===== config.mk =====
export PLATFORM = sky130hd
export DESIGN_NAME = voxel_sequencer_flat
export DESIGN_NICKNAME = d
export VERILOG_FILES = /design/src/rtl/voxel_sequencer_if.sv /design/src/rtl/voxel_sequencer.sv /design/src/flat_wrapper.sv
export SDC_FILE = /design/constraint.sdc
export NUM_CORES = 1
export LEC_CHECK = 0
export BUFFER_PORTS_ARGS = -buffer_cell sky130_fd_sc_hd__buf_2
export CORE_MARGIN = 5
export CORE_UTILIZATION = 53
export CTS_CLUSTER_DIAMETER = 120
export DETAILED_ROUTE_END_ITERATION = 6
export PLACE_DENSITY = 0.8
export SYNTH_ARGS = -nofsm -noshare
export SYNTH_HDL_FRONTEND = slang
export SYNTH_SLANG_ARGS = --single-unit

===== constraint.sdc =====
create_clock -name clk -period 5.7 [get_ports clk]
set_clock_uncertainty 0.1 [all_clocks]
set_input_delay 0.57 -clock clk [delete_from_list [all_inputs] [get_ports clk]]
set_output_delay 0.57 -clock clk [all_outputs]
set_load 0.05 [all_outputs]

===== src/rtl/voxel_sequencer_if.sv =====
// rtl/voxel_sequencer_if.sv - framebuffer write handshake between the sequencer and the framebuffer writer
interface voxel_sequencer_if #(
  parameter int INDEX_BITS = 32,
  parameter int PIXEL_BITS = 8
);
  logic [INDEX_BITS-1:0] fb_addr;
  logic [PIXEL_BITS-1:0] fb_data;
  logic                  fb_valid;
  logic                  fb_ready;

  modport master (output fb_addr, output fb_data, output fb_valid, input fb_ready);
  modport slave  (input fb_addr, input fb_data, input fb_valid, output fb_ready);
endinterface


===== src/rtl/voxel_sequencer.sv =====
// rtl/voxel_sequencer.sv - frame controller: voxel rasterize/shade broadcast then pixel readout to framebuffer
// Optional SKIP_EMPTY_EN: voxels with id 0 are skipped without a pulse or broadcast update.
module voxel_sequencer #(
  parameter int VADDR_BITS     = 12,
  parameter int COORD_BITS     = 8,
  parameter int PALETTE_BITS   = 32 - (COORD_BITS * 3),
  parameter int PIXEL_BITS     = 8,
  parameter int INDEX_BITS     = 32,
  parameter int NUM_PIXELS     = 76800,
  parameter int TIMEOUT_CYCLES = 255
) (
  input  logic                                 clk,
  input  logic                                 rst,
  input  logic                                 start_i,
  input  logic [VADDR_BITS:0]                  voxel_count_i,
  output logic                                 busy_o,
  output logic                                 frame_done_o,
  output logic [VADDR_BITS-1:0]                voxel_addr_o,
  input  logic [3*COORD_BITS+PALETTE_BITS-1:0] voxel_rdata_i,
  output logic [PALETTE_BITS-1:0]              palette_addr_o,
  input  logic [PIXEL_BITS-1:0]                palette_rdata_i,
  output logic                                 shader_clear_o,
  output logic                                 do_rasterize_o,
  output logic                                 do_shade_o,
  output logic [COORD_BITS-1:0]                voxel_x_o,
  output logic [COORD_BITS-1:0]                voxel_y_o,
  output logic [COORD_BITS-1:0]                voxel_z_o,
  output logic [PALETTE_BITS-1:0]              voxel_id_o,
  output logic [PIXEL_BITS-1:0]                palette_entry_o,
  output logic [INDEX_BITS-1:0]                pixel_index_o,
  input  logic                                 rasterizing_done_i,
  input  logic                                 shading_done_i,
  input  logic [PIXEL_BITS-1:0]                pixel_i,
  voxel_sequencer_if.master                    fb,
  output logic [15:0]                          timeout_count_o
);

  localparam int VW = 3*COORD_BITS + PALETTE_BITS;

  typedef enum logic [3:0] {
    IDLE, CLEAR, R_FETCH, R_LATCH, R_WAIT, R_NEXT,
    S_FETCH, S_PAL, S_LATCH, S_WAIT, S_NEXT,
    RD_SETUP, RD_CAPTURE, RD_PUSH
  } state_t;

  state_t                  state_q;
  logic [VADDR_BITS:0]     count_q;
  logic [VADDR_BITS-1:0]   vptr_q;
  logic [INDEX_BITS-1:0]   pix_q;
  logic [7:0]              timer_q;
  logic [15:0]             tmo_q;
  logic [COORD_BITS-1:0]   x_q, y_q, z_q;
  logic [PALETTE_BITS-1:0] id_q;
  logic [PIXEL_BITS-1:0]   pal_q;
  logic                    clear_q, rast_q, shade_q, frame_done_q;
  logic [INDEX_BITS-1:0]   fb_addr_q;
  logic [PIXEL_BITS-1:0]   fb_data_q;
  logic                    fb_valid_q;

  logic [COORD_BITS-1:0]   rd_x, rd_y, rd_z;
  logic [PALETTE_BITS-1:0] rd_id;
  logic                    skip_d;
  logic                    last_voxel_d;
  logic                    timer_expired_d;
  logic [15:0]             tmo_d;

  assign rd_x  = voxel_rdata_i[VW-1 -: COORD_BITS];
  assign rd_y  = voxel_rdata_i[VW-1-COORD_BITS -: COORD_BITS];
  assign rd_z  = voxel_rdata_i[PALETTE_BITS+COORD_BITS-1 -: COORD_BITS];
  assign rd_id = voxel_rdata_i[PALETTE_BITS-1:0];

`ifdef SKIP_EMPTY_EN
  assign skip_d = (rd_id == '0);
`else
  assign skip_d = 1'b0;
`endif

  // count is VADDR_BITS+1 wide so a full memory (2^VADDR_BITS voxels) still terminates
  assign last_voxel_d    = ({1'b0, vptr_q} == (count_q - (VADDR_BITS+1)'(1)));
  assign timer_expired_d = (timer_q == 8'(TIMEOUT_CYCLES - 1));
  assign tmo_d           = (tmo_q == 16'hFFFF) ? tmo_q : tmo_q + 16'd1;

  always_ff @(posedge clk or posedge rst) begin
    if (rst) begin
      state_q      <= IDLE;
      count_q      <= '0;
      vptr_q       <= '0;
      pix_q        <= '0;
      timer_q      <= '0;
      tmo_q        <= '0;
      x_q          <= '0;
      y_q          <= '0;
      z_q          <= '0;
      id_q         <= '0;
      pal_q        <= '0;
      clear_q      <= 1'b0;
      rast_q       <= 1'b0;
      shade_q      <= 1'b0;
      frame_done_q <= 1'b0;
      fb_addr_q    <= '0;
      fb_data_q    <= '0;
      fb_valid_q   <= 1'b0;
    end else begin
      clear_q      <= 1'b0;
      rast_q       <= 1'b0;
      shade_q      <= 1'b0;
      frame_done_q <= 1'b0;
      case (state_q)
        IDLE: begin
          if (start_i) begin
            count_q <= voxel_count_i;
            vptr_q  <= '0;
            pix_q   <= '0;
            tmo_q   <= '0;
            clear_q <= 1'b1;
            state_q <= CLEAR;
          end
        end
        CLEAR:   state_q <= (count_q == '0) ? RD_SETUP : R_FETCH;
        R_FETCH: state_q <= R_LATCH;
        R_LATCH: begin
          if (skip_d) begin
            state_q <= R_NEXT;
          end else begin
            x_q     <= rd_x;
            y_q     <= rd_y;
            z_q     <= rd_z;
            id_q    <= rd_id;
            rast_q  <= 1'b1;
            timer_q <= '0;
            state_q <= R_WAIT;
          end
        end
        R_WAIT: begin
          if (rasterizing_done_i) begin
            state_q <= R_NEXT;
          end else if (timer_expired_d) begin
            tmo_q   <= tmo_d;
            state_q <= R_NEXT;
          end else begin
            timer_q <= timer_q + 8'd1;
          end
        end
        R_NEXT: begin
          if (last_voxel_d) begin
            vptr_q  <= '0;
            state_q <= S_FETCH;
          end else begin
            vptr_q  <= vptr_q + VADDR_BITS'(1);
            state_q <= R_FETCH;
          end
        end
        S_FETCH: state_q <= S_PAL;
        S_PAL: begin
          if (skip_d) begin
            state_q <= S_NEXT;
          end else begin
            x_q     <= rd_x;
            y_q     <= rd_y;
            z_q     <= rd_z;
            id_q    <= rd_id;
            state_q <= S_LATCH;
          end
        end
        S_LATCH: begin
          pal_q   <= palette_rdata_i;
          shade_q <= 1'b1;
          timer_q <= '0;
          state_q <= S_WAIT;
        end
        S_WAIT: begin
          if (shading_done_i) begin
            state_q <= S_NEXT;
          end else if (timer_expired_d) begin
            tmo_q   <= tmo_d;
            state_q <= S_NEXT;
          end else begin
            timer_q <= timer_q + 8'd1;
          end
        end
        S_NEXT: begin
          if (last_voxel_d) begin
            vptr_q  <= '0;
            state_q <= RD_SETUP;
          end else begin
            vptr_q  <= vptr_q + VADDR_BITS'(1);
            state_q <= S_FETCH;
          end
        end
        RD_SETUP: state_q <= RD_CAPTURE;
        RD_CAPTURE: begin
          fb_data_q  <= pixel_i;
          fb_addr_q  <= pix_q;
          fb_valid_q <= 1'b1;
          state_q    <= RD_PUSH;
        end
        RD_PUSH: begin
          if (fb.fb_ready) begin
            fb_valid_q <= 1'b0;
            if (pix_q == INDEX_BITS'(NUM_PIXELS - 1)) begin
              frame_done_q <= 1'b1;
              pix_q        <= '0;
              state_q      <= IDLE;
            end else begin
              pix_q   <= pix_q + INDEX_BITS'(1);
              state_q <= RD_SETUP;
            end
          end
        end
        default: state_q <= IDLE;
      endcase
    end
  end

  // palette memory has one cycle of latency, so its address follows the live voxel word
  assign palette_addr_o  = (state_q == S_PAL && !skip_d) ? rd_id : '0;
  assign busy_o          = (state_q != IDLE);
  assign frame_done_o    = frame_done_q;
  assign voxel_addr_o    = vptr_q;
  assign shader_clear_o  = clear_q;
  assign do_rasterize_o  = rast_q;
  assign do_shade_o      = shade_q;
  assign voxel_x_o       = x_q;
  assign voxel_y_o       = y_q;
  assign voxel_z_o       = z_q;
  assign voxel_id_o      = id_q;
  assign palette_entry_o = pal_q;
  assign pixel_index_o   = pix_q;
  assign timeout_count_o = tmo_q;
  assign fb.fb_addr      = fb_addr_q;
  assign fb.fb_data      = fb_data_q;
  assign fb.fb_valid     = fb_valid_q;

endmodule


===== src/flat_wrapper.sv =====
// flat-port wrapper written by rule: the top's interface ports become plain ports
module voxel_sequencer_flat 
#(
  parameter int VADDR_BITS     = 12,
  parameter int COORD_BITS     = 8,
  parameter int PALETTE_BITS   = 32 - (COORD_BITS * 3),
  parameter int PIXEL_BITS     = 8,
  parameter int INDEX_BITS     = 32,
  parameter int NUM_PIXELS     = 76800,
  parameter int TIMEOUT_CYCLES = 255
)
  (clk, rst, start_i, voxel_count_i, busy_o, frame_done_o, voxel_addr_o, voxel_rdata_i, palette_addr_o, palette_rdata_i, shader_clear_o, do_rasterize_o, do_shade_o, voxel_x_o, voxel_y_o, voxel_z_o, voxel_id_o, palette_entry_o, pixel_index_o, rasterizing_done_i, shading_done_i, pixel_i, timeout_count_o, fb_fb_addr, fb_fb_data, fb_fb_valid, fb_fb_ready);
  voxel_sequencer_if #(.INDEX_BITS(INDEX_BITS), .PIXEL_BITS(PIXEL_BITS)) fb_i ();
  input  logic clk;
  input  logic rst;
  input  logic start_i;
  input  logic [VADDR_BITS:0] voxel_count_i;
  output logic busy_o;
  output logic frame_done_o;
  output logic [VADDR_BITS-1:0] voxel_addr_o;
  input  logic [3*COORD_BITS+PALETTE_BITS-1:0] voxel_rdata_i;
  output logic [PALETTE_BITS-1:0] palette_addr_o;
  input  logic [PIXEL_BITS-1:0] palette_rdata_i;
  output logic shader_clear_o;
  output logic do_rasterize_o;
  output logic do_shade_o;
  output logic [COORD_BITS-1:0] voxel_x_o;
  output logic [COORD_BITS-1:0] voxel_y_o;
  output logic [COORD_BITS-1:0] voxel_z_o;
  output logic [PALETTE_BITS-1:0] voxel_id_o;
  output logic [PIXEL_BITS-1:0] palette_entry_o;
  output logic [INDEX_BITS-1:0] pixel_index_o;
  input  logic rasterizing_done_i;
  input  logic shading_done_i;
  input  logic [PIXEL_BITS-1:0] pixel_i;
  output logic [15:0] timeout_count_o;
  output wire logic [$bits(fb_i.fb_addr)-1:0] fb_fb_addr;
  output wire logic [$bits(fb_i.fb_data)-1:0] fb_fb_data;
  output wire logic [$bits(fb_i.fb_valid)-1:0] fb_fb_valid;
  input wire logic [$bits(fb_i.fb_ready)-1:0] fb_fb_ready;
  assign fb_fb_addr = fb_i.fb_addr;
  assign fb_fb_data = fb_i.fb_data;
  assign fb_fb_valid = fb_i.fb_valid;
  assign fb_i.fb_ready = fb_fb_ready;
  voxel_sequencer #(.VADDR_BITS(VADDR_BITS), .COORD_BITS(COORD_BITS), .PALETTE_BITS(PALETTE_BITS), .PIXEL_BITS(PIXEL_BITS), .INDEX_BITS(INDEX_BITS), .NUM_PIXELS(NUM_PIXELS), .TIMEOUT_CYCLES(TIMEOUT_CYCLES)) u_core (.clk(clk), .rst(rst), .start_i(start_i), .voxel_count_i(voxel_count_i), .busy_o(busy_o), .frame_done_o(frame_done_o), .voxel_addr_o(voxel_addr_o), .voxel_rdata_i(voxel_rdata_i), .palette_addr_o(palette_addr_o), .palette_rdata_i(palette_rdata_i), .shader_clear_o(shader_clear_o), .do_rasterize_o(do_rasterize_o), .do_shade_o(do_shade_o), .voxel_x_o(voxel_x_o), .voxel_y_o(voxel_y_o), .voxel_z_o(voxel_z_o), .voxel_id_o(voxel_id_o), .palette_entry_o(palette_entry_o), .pixel_index_o(pixel_index_o), .rasterizing_done_i(rasterizing_done_i), .shading_done_i(shading_done_i), .pixel_i(pixel_i), .fb(fb_i), .timeout_count_o(timeout_count_o));
endmodule

==> flow_summary_export.csv <==
group,metric,value,unit
power_and_ir_drop,clock_power_share,22.1,%
clocking,cell_at_the_root_of_the_clock_tree,"sky130_fd_sc_hd__clkbuf_16",
synthesis,synth_seq_area_share,51.7,%
routing,detailed_route_wl,21700,um
power_and_ir_drop,seqPwrFrac,35.3,%
worst_setup_path,criticalPathCategory,"flop to flop",
synthesis,async_reset_ff_share,100,%
timing,setup-tns-final,0,ns
timing,worst_pin_slew,1.17,ns
routing,drcViolationCount,0,
placed_design,place_area,9480,um2
power_and_ir_drop,combPwrFrac,42.7,%
synthesis,postSynth.topFlopCell,"sky130_fd_sc_hd__dfrtp_1",
cells_and_area,final_area,10100,um2
job,drv.max_cap_violation_count,0,
clocking,postCtsSetupRepairBufs,0,
power_and_ir_drop,power.switching,2.40,mW
worst_setup_path,worst_path_max_fanout,9,
cells_and_area,layout.cells.most_common,"sky130_fd_sc_hd__nand2_1",
worst_setup_path,timing.critical_path.required,5.89,ns
timing,grt_setup_unrepaired,"false",
power_and_ir_drop,cellLeakagePower,5.19,nW
routing,firstDrtPassIters,5,
clocking,maximum_level_of_the_cts_h_tree,4,
grt,grt_util_all_layers,24.2,%
routing,route.vias.total,7324,
routing,initialDrtViolationCount,512,
synthesis,syn_area,8220,um2
floorplanning,coreArea,15200,um2
synthesis,synthCells,906,
timing,max_slew_margin,21.8,%
min_path,hp-class,"primary input to async pin",
run_status,status,"finished, final reports clean",
grt,grt_start_max_net_pins,67,
timing,final-max-slew-violation-count,0,
placed_design,detailedPlace.worstSlack,2.56,ns
power_and_ir_drop,switching_share,47.4,%
floorplanning,floorplan.initialDensity,54.1,%
clocking,ctsLongestPathBuffers,2,
clocking,postCtsHoldBufs,0,
worst_setup_path,nature_of_the_critical_path_endpoint,"flop",
grt,grt_pass1_vias,7123,
timing,max_clock_freq,307,MHz
cells_and_area,antennaDiodeCount,0,
placed_design,placed_cells,1283,
timing,fin_crit_sh,57.2,%
power_and_ir_drop,worst_ir_drop_vdd,0.399,mV
clocking,postCtsResizedCells,0,
cells_and_area,drive_gt1_share,26.4,%
synthesis,ys_seq_elements,170,
worst_setup_path,cp.arrival,3.45,ns
placed_design,hpwlAfterDp,15400,um
floorplanning,rows,45,
cells_and_area,num-nets-final,1187,
timing,setup_slack,2.44,ns
timing,finalSetupViolCount,0,
grt,grt_first_pass_wirelength,35500,um
synthesis,syn_avg_cell_area,9.07,um2
power_and_ir_drop,cell_internal_power_dissipation,2.66,mW
floorplanning,top_level_ports,221,
placed_design,globalplace.congestion,0.878,
timing,finalWorstPathRequiredPeriod,3.26,ns
clocking,tritoncts,"yes",
power_and_ir_drop,power_total,5.06,mW
clocking,numClockSinks,170,
synthesis,number_of_enable_type_register_cells_in_the_synthesized_netlist,0,
grt,antenna_violations_before_repair,0,
placed_design,numPortBuffers,220,
cells_and_area,final_cell_mix,"sky130_fd_sc_hd__nand2_1, sky130_fd_sc_hd__buf_2, sky130_fd_sc_hd__dfrtp_1",
cells_and_area,area_growth,22.3,%
cells_and_area,postLayoutCoreUtil,66.2,%
clocking,path_clk_slew,0.07,ns
routing,route.detailed.wl_per_inst,16.5,um
synthesis,synth_cell_type_count,63,
cells_and_area,final_cells,1315,
clocking,worstSkewPairLatency,0.43,ns
grt,global_route.overflow_total,0,
routing,drt-vias-per-instance,5.57,
worst_setup_path,worst_setup_path_start_kind,"flop",
floorplanning,floorplan.die.height,135,um
timing,timing_hold_violations_final,0,
clocking,clock_buffer_count_from_cts,17,
synthesis,synth_nets,979,
power_and_ir_drop,power-per-cell-area,503,nW/um2
synthesis,ys.warnings.count,0,
timing,hold-worst-slack,0.0506,ns
floorplanning,dieArea,18100,um2
floorplanning,die_width,135,um
routing,route.antenna.remaining_nets,0,
[cells in the mapped netlist, types with 7 or more instances]
master                     instances  area share, %
sky130_fd_sc_hd__a21oi_1          18            1.1
sky130_fd_sc_hd__and2_1            7           0.53
sky130_fd_sc_hd__and3_1           17            1.3
sky130_fd_sc_hd__and4_1            8           0.85
sky130_fd_sc_hd__clkbuf_1         33            1.5
sky130_fd_sc_hd__dfrtp_1         170             52
sky130_fd_sc_hd__inv_1            17           0.78
sky130_fd_sc_hd__mux2_2           17            2.3
sky130_fd_sc_hd__nand2_1         266             12
sky130_fd_sc_hd__nand3_1          43            2.6
sky130_fd_sc_hd__nand4_1          22            1.7
sky130_fd_sc_hd__nor2_1           64            2.9
sky130_fd_sc_hd__nor2b_1           8           0.61
sky130_fd_sc_hd__nor3_1           18            1.1
sky130_fd_sc_hd__nor4_1           11           0.84
sky130_fd_sc_hd__o21ai_0          36            2.2
sky130_fd_sc_hd__xnor2_1          16            1.7
sky130_fd_sc_hd__xor2_1           32            3.4
[kinds of logic after synthesis]
family | count (synthesis) | synth area share [%]
muxes | 23 | 3.06
buffers and inverters | 56 | 2.69
DFF | 170 | 51.7
adders and majority gates | 6 | 0.913
and+or+nand+nor | 504 | 28.7
xor gates and xnor gates | 48 | 5.11
AOI/OAI and AO/OA | 99 | 7.79
[worst paths after layout]
kind                                 startpoint                       end  cells past startpoint  slack, ns
setup / recovery              u_core.count_q[2]    u_core.voxel_addr_o[2]                      6       2.44
hold / removal                              rst    u_core.voxel_addr_o[8]                      2       0.05
setup reg to reg              u_core.count_q[2]    u_core.voxel_addr_o[2]                      6       2.44
hold reg to reg            u_core.fb.fb_addr[2]      u_core.fb.fb_addr[2]                      2       0.37
max in group asynchronous                   rst  u_core.pixel_index_o[23]                      3       4.28
min in group clk              voxel_rdata_i[16]       u_core.voxel_y_o[0]                      3       0.22
[registers in the layout (all words and copies together), names as in the netlist]
name                    flops
u_core.do_rasterize_o       1
u_core.voxel_y_o            8
u_core.state_q              4
u_core.voxel_x_o            8
u_core.timeout_count_o     16
u_core.count_q             13
u_core.fb.fb_addr          32
u_core.palette_entry_o      8
u_core.voxel_id_o           8
u_core.voxel_z_o            8
u_core.pixel_index_o       32
u_core.do_shade_o           1
u_core.fb.fb_data           8
u_core.voxel_addr_o        12
u_core.timer_q              8
u_core.fb.fb_valid          1
u_core.frame_done_o         1
u_core.shader_clear_o       1
[power groups by stage]
stage / clock network [mW] / logic (mW) / registers, mW
global route: 1.19 / 2.33 / 1.83
CTS: 1.14 / 2.17 / 1.78
global placement: 0 / 2.13 / 1.78
finish: 1.12 / 2.16 / 1.79
floorplan: 0 / 0.923 / 2.50
detailed placement: 0 / 2.17 / 1.79
[metal layers]
layer  wire length [um]  global-route usage [%]  vias up
li1                   -                       -     3504
met1               9320                    32.1     3523
met2              10500                    39.0      267
met3               1550                    6.82       30
met4                350                    7.47        0
met5                  0                       0        -
[critical path, cell delays in order (launching register included)]
cell	delay, ns
sky130_fd_sc_hd__dfrtp_1	0.46
sky130_fd_sc_hd__nor4_1	0.84
sky130_fd_sc_hd__nand3_1	0.16
sky130_fd_sc_hd__a2111oi_0	0.64
sky130_fd_sc_hd__o2111a_1	0.36
sky130_fd_sc_hd__and3_1	0.45
sky130_fd_sc_hd__nor4_1	0.11
[cell type report]
| class | instances | area (um2) |
|---|---|---|
| Inverter | 17 | 68.8 |
| Multi-Input combinational cell | 680 | 3760 |
| Clock inverter | 15 | 154 |
| Fill cell | 1247 | 5140 |
| Tap cell | 188 | 235 |
| Timing Repair Buffer | 228 | 1160 |
| Sequential cell | 170 | 4250 |
| Clock buffer | 17 | 425 |
(Power assumes the default switching activity.)
